`config.mk`:
```
export PLATFORM = sky130hd
export DESIGN_NAME = ip_access_ctrl
export DESIGN_NICKNAME = d
export VERILOG_FILES = /design/src/rtl/ip_access_ctrl.sv
export SDC_FILE = /design/constraint.sdc
export NUM_CORES = 1
export LEC_CHECK = 0
export BUFFER_PORTS_ARGS = -buffer_cell sky130_fd_sc_hd__buf_2
export CORE_MARGIN = 5
export CORE_UTILIZATION = 48
export DETAILED_ROUTE_END_ITERATION = 7
export PLACE_DENSITY = 0.85
export SYNTH_ARGS = -nofsm -noshare
export SYNTH_HDL_FRONTEND = slang
export SYNTH_SLANG_ARGS = --single-unit
```
`constraint.sdc`:
```
create_clock -name clk -period 3.5 [get_ports clk]
set_input_delay 0.35 -clock clk [delete_from_list [all_inputs] [get_ports clk]]
set_output_delay 0.35 -clock clk [all_outputs]
set_load 0.02 [all_outputs]
```
`src/rtl/ip_access_ctrl.sv`:
```
// ip_access_ctrl: LWIP/SWIP req/ack sequencer between the CPU pipeline and the IP core
// Optional request timeout is enabled by defining IP_TIMEOUT_EN.
module ip_access_ctrl #(
    parameter int DATA_W = 32,
    parameter int SEL_W  = 5,
    parameter int TO_CYC = 16
) (
    input  logic              clk,
    input  logic              rst,
    input  logic              op_valid,
    input  logic [5:0]        opcode,
    input  logic [SEL_W-1:0]  ip_sel_in,
    input  logic [DATA_W-1:0] wdata,
    output logic              stall,
    output logic              ip_req,
    output logic              ip_we,
    output logic [SEL_W-1:0]  ip_sel,
    output logic [DATA_W-1:0] ip_wdata,
    input  logic              ip_ack,
    input  logic [DATA_W-1:0] ip_rdata,
    output logic [DATA_W-1:0] rdata,
    output logic              rdata_valid,
    output logic              err,
    input  logic              err_clr
);
    localparam logic [5:0] LWIP = 6'b111111;
    localparam logic [5:0] SWIP = 6'b111110;
    localparam logic [1:0] IDLE = 2'd0;
    localparam logic [1:0] REQ  = 2'd1;
    localparam logic [1:0] DONE = 2'd2;

    logic [1:0] state;
    logic       issue;
    logic       to_hit;

    assign issue       = state == IDLE && op_valid && (opcode == LWIP || opcode == SWIP);
    assign stall       = issue || state == REQ;
    assign ip_req      = state == REQ;
    assign rdata_valid = state == DONE && !ip_we;

`ifdef IP_TIMEOUT_EN
    localparam int CW = $clog2(TO_CYC);
    logic [CW-1:0] cnt;

    assign to_hit = state == REQ && !ip_ack && cnt == CW'(TO_CYC - 1);

    // Wait counter: runs only while REQ is unanswered, zero everywhere else
    always_ff @(posedge clk or negedge rst) begin
        if (!rst) cnt <= '0;
        else      cnt <= (state == REQ && !ip_ack && !to_hit) ? cnt + 1'b1 : '0;
    end

    // Sticky timeout flag; a new timeout beats a simultaneous clear
    always_ff @(posedge clk or negedge rst) begin
        if (!rst) err <= 1'b0;
        else      err <= to_hit ? 1'b1 : err_clr ? 1'b0 : err;
    end
`else
    logic unused_err_clr;
    assign to_hit         = 1'b0;
    assign err            = 1'b0;
    assign unused_err_clr = err_clr & (TO_CYC > 1);
`endif

    // Transaction sequencer: latch on issue, wait for ack (or timeout), one DONE cycle
    always_ff @(posedge clk or negedge rst) begin
        if (!rst) begin
            state    <= IDLE;
            ip_we    <= 1'b0;
            ip_sel   <= '0;
            ip_wdata <= '0;
            rdata    <= '0;
        end else if (issue) begin
            state    <= REQ;
            ip_we    <= opcode == SWIP;
            ip_sel   <= ip_sel_in;
            ip_wdata <= wdata;
        end else if (state == REQ) begin
            if (ip_ack || to_hit) begin
                state <= DONE;
                if (!ip_we) rdata <= ip_ack ? ip_rdata : '0;
            end
        end else begin
            state <= IDLE;
        end
    end
endmodule

```
# Word level (Yosys, flattened, before mapping)
# Cells that the tools add are included.
# word_totals
ff_bits,72
input_bits,80
output_inout_bits,74
word_cells,23
# op_classes
n_eq_ne,5
muxes,3
n_bitwise,2
n_reduce_logical,8
# ops
op,count
$eq A6 B6 Y1 const B,2
$mux W2,3
$reduce_and A4 Y1,1
$logic_and A1 B1 Y1,3
$ne A3 B1 Y1 const B,1
$eq A2 B1 Y1 const B,1
$eq A2 B2 Y1 const B,1
$logic_not A2 Y1,1
$logic_or A1 B1 Y1,2
$not A1 Y1,2
$logic_not A1 Y1,1

# Logic depth before layout (Yosys ltp)
# Gate-level depths: netlist (run 1).
# logic_depth
word_depth,5
depth_mapped,5
mapped_depth_nobuf,3

# Worst setup path after synthesis (run 1)
# OpenSTA, ideal clock, no wires.
# synth_timing
kind,input port to output port
start,input opcode[4]
end,output stall
arrival_time_ps,1176
required_time_ps,3150
slack_ps,1974
path_stages,4
n_path_buf,1
cell_sequence,nand4_1 nor4_2 buf_2 or2_2
# synth_via
elab_chain_len,4
word_cells_on_any_way,5
classes_between,eq/ne (2); reduce/logical (3)
# synth_rtl
item,line_no,text
from (decl),11,"input logic [5:0] opcode,"
$eq A6 B6 Y1,36,assign issue = state == IDLE && op_valid && (opcode == LWIP || opcode == SWIP);
$logic_or A1 B1 Y1 *,36,
$logic_and A1 B1 Y1 *,36,
$logic_or A1 B1 Y1 *,37,assign stall = issue || state == REQ;
to (decl),14,"output logic stall,"
# Every way passes the cells marked *; elsewhere a longest branch is shown, timed or not.

# Worst setup path in the final report (run 1)
# layout_timing
start,register state[1]
end,output stall
# layout_via
elab_chain_len,4
word_cells_on_any_way,5
classes_between,eq/ne (1); reduce/logical (4)
# layout_rtl
item,line_no,text
from (decl),32,logic [1:0] state;
from (signal assigned),68,state <= IDLE;
from (signal assigned),74,state <= REQ;
from (signal assigned),80,state <= DONE;
$logic_not A2 Y1,36,
$logic_and A1 B1 Y1 (2 in series),36,
$logic_or A1 B1 Y1 *,37,
# Marked as above.

==> results of run 1 <==
cells in the final DEF (no fill, tap or decap):
cell type  netlist  layout
nor3b_1          1       1
and2_2           0       1
and3b_1          1       1
nor2b_1          1       1
inv_1            2       2
mux2_1           3       3
nor4_4           0       1
buf_2            4     151
clkinv_2         0       4
mux2_2          36      36
clkbuf_1         0       2
clkbuf_8         0      10
buf_4            1       3
conb_1           1       1
dfrtp_1         72      72
a21o_1           1       1
mux2i_1          1       1
mux2_4          30      30
nand2_1          1       1
or2_2            1       1
nand4_1          1       1
per-stage QoR:
stage	hold WS (ns)	worst slack, ns	area (um^2)	cells	utilization, %
after CTS	0.1784	1.352	3825	399	65.38
final	0.2028	1.387	3825	399	65.38
after floorplan	0.05441	1.974	2850	163	-
after detailed placement	0.4773	1.406	3660	383	62.55
after global routing	0.1849	1.291	3825	399	65.38
after global placement	0.4637	1.443	3660	383	62.55
layer usage:
metal  share of wire (%)  vias up  routed length (um)
met4                0.76        0                  47
met5                   0        -                   0
met2                  49       87                3026
li1                    -      872                   -
met1                  40      887                2477
met3                 9.8        6                 603
flip-flops by register name (all words and copies together), names as in the netlist:
| signal | flops |
|---|---|
| ip_sel | 5 |
| ip_wdata | 32 |
| ip_we | 1 |
| rdata | 32 |
| state | 2 |
layout make-up:
class                           instances  area share (%)
Sequential cell                        72           47.11
Multi-Input combinational cell         80           25.58
Timing Repair Buffer                  154           20.35
Clock buffer                           12           3.795
Tap cell                               75           2.453
Clock inverter                          4          0.5234
Inverter                                2          0.1963
report_power, final:
group          internal [mW]  total [mW]  switching (mW)  leakage (nW)
logic                  0.213       0.477           0.264          1.11
clock network          0.272       0.555           0.283        0.0899
registers              0.950        1.01          0.0573         0.953
cell usage after synthesis:
cell,instances,share of area (%)
or2_2,1,0.22
mux2_1,3,1.2
buf_2,4,0.70
and2_1,1,0.22
nor3b_1,1,0.26
nand2_1,1,0.13
buf_6,4,1.6
nor2b_1,1,0.22
dfrtp_1,72,63
nor4_2,1,0.44
conb_1,1,0.13
buf_4,1,0.26
mux2_4,30,16
mux2i_1,1,0.35
nand4_1,1,0.22
a21o_1,1,0.26
inv_1,2,0.26
and3b_1,1,0.31
mux2_2,36,14
logic make-up after synthesis:
logic type | Yosys count | synth area share, %
other cells | 1 | 0.1316
flops | 72 | 63.21
simple gates | 8 | 2.020
mux | 70 | 31.56
compound gates | 1 | 0.2635
buf+inv | 11 | 2.810
final timing paths:
check                       startpoint            to  depth (start not counted)
hold reg to reg            ip_wdata[6]   ip_wdata[6]                          1
setup / recovery              state[1]         stall                          3
min in group asynchronous          rst      rdata[6]                          2
hold / removal               opcode[0]         ip_we                          2
setup reg to reg              state[1]     rdata[31]                          3
max in group asynchronous          rst  ip_wdata[11]                          2
==> flow_summary.toml, run 1 <==
[outcome]
status = "completed"

[global_route]
grt_max_degree = 73
grt_pass1_vias = 1988
track_usage_pct = 16.65
grt.met1_usage_pct = 20.09
gr-usage-met3_pct = 6.623
antenna_found_initial = 0
grtUsageMet2_pct = 26.85
grt_first_pass_wirelength_mm = 9.660
overflow = 0
top_usage_layer = "met2"

[detailed_routing]
drc = 0
avgViaCountPerCell = 4.642
vias = 1852
first_pass_iters = 4
postRouteAntennaNets = 0
wl_per_cell_um = 15.43
drt-initial-drc-count = 37
wirelength_mm = 6.155

[floorplanning]
coreArea_um2 = 5851
rows = 28
num_io_pins = 154
fp.dieH_um = 87.06
dieWidth_um = 87.06
start_util_pct = 48.72
dieArea_um2 = 7579

[clocking]
cts_hold_buf = 0
clockRootBuffer = "clkbuf_8"
cts_tree = "done"
cts.repair.resized = 0
numCtsBuffers = 9
htreeDepth = 3
clk_pin_slew_ns = 0.07
ctsLongestPathBuffers = 2
postCtsSetupRepairBufs = 0
cts_sinks = 72
insertion_delay_ns = 0.33

[run]
drv_cap = 0

[power]
power.density_nw_per_um2 = 533.2
leakage_nw = 2.153
ir_worst_vdd_mv = 0.3462
finalPower_mw = 2.039

[worst_setup_path]
slowest_stage = "nor4_4"
end_kind = "output pin"
r2r_slack_ns = 1.44
critPathKind = "flop to output pin"
path_cells = "nor4_4 -> or2_2 -> buf_2"
cp_data_arrival_time_ns = 1.76
cpLargestDelayFamily = "simple AND/OR/NAND/NOR gates"
cp-start-kind = "flop"
required_ns = 3.15
path_max_fanout = 10
cpPeakStageDelay_ns = 0.63
worst-path-buf-inv = 1

[logic_synthesis]
ys_warn_count = 0
yosysUniqueCellTypes = 19
yosysSeqAreaShare_pct = 63.21
syn_area_per_cell_um2 = 17.49
synth-seq-cells = 72
netlist_instances = 163
syn-num-nets = 243
netlist_area_um2 = 2850

[finish]
drive_above_1_share_pct = 73.15
multi_input_area_um2 = 978.4
fillers = 477
antenna_cells = 0
final_nets = 399
syn2layout_area_growth_pct = 34.20
register_area_um2 = 1802

[timing]
maxSlewViolCount = 0
min_period_ns = 2.113
fin_crit_sh_pct = 60.38
fin_tns_setup_ns = 0
worst_pin_slew_ns = 1.039
grt_setup_unrepaired = "false"
setup_viol_count_final = 0
finClkSkew_ns = 0.007783
clock.fmax_mhz = 473.2
slew_headroom_pct = 30.74
final_hold_viol_count = 0

[place]
gp_congestion = 0.7419
port-buffer-count = 151
hpwl_mm = 4.637

[hold_path]
min-delay-path-class = "primary input to flop"
(Power assumes the default switching activity.)
==> run 2: changes to the inputs <==
Settings changed: ABC_AREA set to 1, CORE_UTILIZATION 48 to 45, PLACE_DENSITY 0.85 to 0.79.
Clock period 3.5 ns to 2.1 ns, I/O delays scaled along.
==> flow_summary.toml, run 2 <==
[global_route]
track_usage_pct = 18.75
overflow = 0
grt_pass1_vias = 2778
grt_max_degree = 73
grt_first_pass_wirelength_mm = 13.03
antenna_found_initial = 0

[worst_setup_path]
required_ns = 1.89
cp-start-kind = "flop"
cp_data_arrival_time_ns = 1.42
r2r_end = "rdata[10]"
r2r_cells = 6
reg2reg_from = "state[1]"
path_max_fanout = 20
end_kind = "output pin"
critPathKind = "flop to output pin"
r2r_slack_ns = 0.58

[logic_synthesis]
synthFlopType = "dfrtp_1"
synth_top_cell_area_share_pct = 58.75
ys_top_cells_by_area = "dfrtp_1, nand2_1, nand4_1, nand3_1, buf_6"
yosysMostFrequentCell = "nand2_1"
synth_xor_area_share_pct = 0
synth_top_cells_by_count = "nand2_1, dfrtp_1, nand3_1"
synth-seq-cells = 72
synth_compound_area_share_pct = 0.4488
syn-num-nets = 407
yosysSeqAreaShare_pct = 58.75
syn_area_per_cell_um2 = 9.378
netlist_area_um2 = 3067
netlist_instances = 327
synth_fa_ha_area_share_pct = 0
synth_edf_count = 0
yosysUniqueCellTypes = 21
async_flop_share_pct = 100.0
synth_top_family_by_area = "simple AND/OR/NAND/NOR gates"
synthSimpleGateAreaFrac_pct = 32.68
ys_warn_count = 0
muxShareOfSynthArea_pct = 0
yosysTopAreaCell = "dfrtp_1"

[finish]
stdcell_count = 558
fillers = 601
utilization_pct = 59.89
fin_area_um2 = 4024
syn2layout_area_growth_pct = 31.21
drive_above_1_share_pct = 38.70
reg_top3 = "ip_wdata x32, rdata x32, ip_sel x5"
register_area_um2 = 1802
antenna_cells = 0
final_cell_mix = "buf_2, nand2_1, dfrtp_1, nand3_1, nand4_1"
final_nets = 553
multi_input_area_um2 = 1020
layout.cells.most_common = "buf_2"

[clocking]
numCtsBuffers = 9
insertion_delay_ns = 0.32
postCtsSetupRepairBufs = 0
cts_tree = "done"
cts.repair.resized = 0
ctsLongestPathBuffers = 2
htreeDepth = 3
clk_pin_slew_ns = 0.08
clockRootBuffer = "clkbuf_8"
cts_hold_buf = 1
cts_sinks = 72

[timing]
final_hold_viol_count = 0
grt_setup_unrepaired = "false"
fin_crit_sh_pct = 77.70
setup_ws_ns = 0.4684
fin_tns_setup_ns = 0
hold_ws_ns = 0.07499
clock.fmax_mhz = 612.9
maxSlewViolCount = 0
min_period_ns = 1.632
setup_viol_count_final = 0
finClkSkew_ns = 0.007561

[power]
p_comb_share_pct = 21.8
finalPower_mw = 3.654
p_switching_mw = 1.112
power_frac_seq_pct = 45.7
swShare_pct = 30.43
cell_internal_pwr_mw = 2.542
power.density_nw_per_um2 = 908.1
ir_worst_vdd_mv = 0.4259
leakage_nw = 2.453
power.share.clock_pct = 32.4

[floorplanning]
rows = 30
coreArea_um2 = 6719
dieWidth_um = 92.55
num_io_pins = 154
start_util_pct = 45.64
dieArea_um2 = 8566
fp.dieH_um = 92.55

[hold_path]
hold_path.startpoint = "ip_ack"
whs_path_depth = 2
min-delay-path-class = "primary input to flop"
holdPathEnd = "state[0]"

[outcome]
status = "completed"

[place]
gp_congestion = 0.7573
hpwl_mm = 5.642
place_inst = 541
port-buffer-count = 151
dp_slack_ns = 0.5615
placed_cell_area_um2 = 3792

[detailed_routing]
drt-initial-drc-count = 74
wirelength_mm = 7.859
wl_per_cell_um = 14.08
first_pass_iters = 4
drc = 0
avgViaCountPerCell = 5.039
postRouteAntennaNets = 0
vias = 2812

[run]
drv_cap = 0
run 2: cell type report:
type | count | area share (%)
clock buffers | 11 | 3.514
clock inverters | 5 | 1.990
inverters | 6 | 0.5597
multi-input cells | 223 | 25.34
flip-flops and latches | 72 | 44.78
well taps | 80 | 2.488
repair buffers | 161 | 21.33
run 2: layer usage:
metal,GRT usage (%),vias up,part of all wire (%)
li1,-,1358,-
met1,23.96,1328,42
met2,30.76,119,48
met3,5.361,7,9.1
met4,5.941,0,0.97
met5,0,-,0
run 2: logic make-up after synthesis:
| kind of cell | Yosys count |
|---|---|
| buf+inv | 32 |
| compound gates | 2 |
| other cells | 1 |
| simple gates | 220 |
| flops | 72 |
run 2: worst max-delay path: stages, from the launching register on:
cell and delay, ns:
dfrtp_1 0.42, inv_2 0.06, nand2_2 0.07, nor2_4 0.11, nand2_4 0.17, nand2_1 0.10, buf_2 0.16
run 2: worst max-delay path by stage:
stage | startpoint | end | slack (ns) | cells after the start
2_1_floorplan | state[0] | stall | 0.80 | 7
3_3_place_gp | state[1] | rdata[23] | 0.63 | 6
3_5_place_dp | state[1] | rdata[10] | 0.56 | 6
4_1_cts | state[0] | stall | 0.42 | 6
5_1_grt | state[0] | stall | 0.38 | 6
6_report | state[0] | stall | 0.47 | 6
run 2: power by group through the flow:
| stage | Sequential [mW] | Clock [mW] | Combinational, mW |
|---|---|---|---|
| 2_1_floorplan | 1.93 | 0 | 0.214 |
| 3_3_place_gp | 1.69 | 0 | 0.788 |
| 3_5_place_dp | 1.69 | 0 | 0.809 |
| 4_1_cts | 1.67 | 1.22 | 0.808 |
| 5_1_grt | 1.69 | 1.29 | 0.874 |
| 6_report | 1.67 | 1.19 | 0.797 |
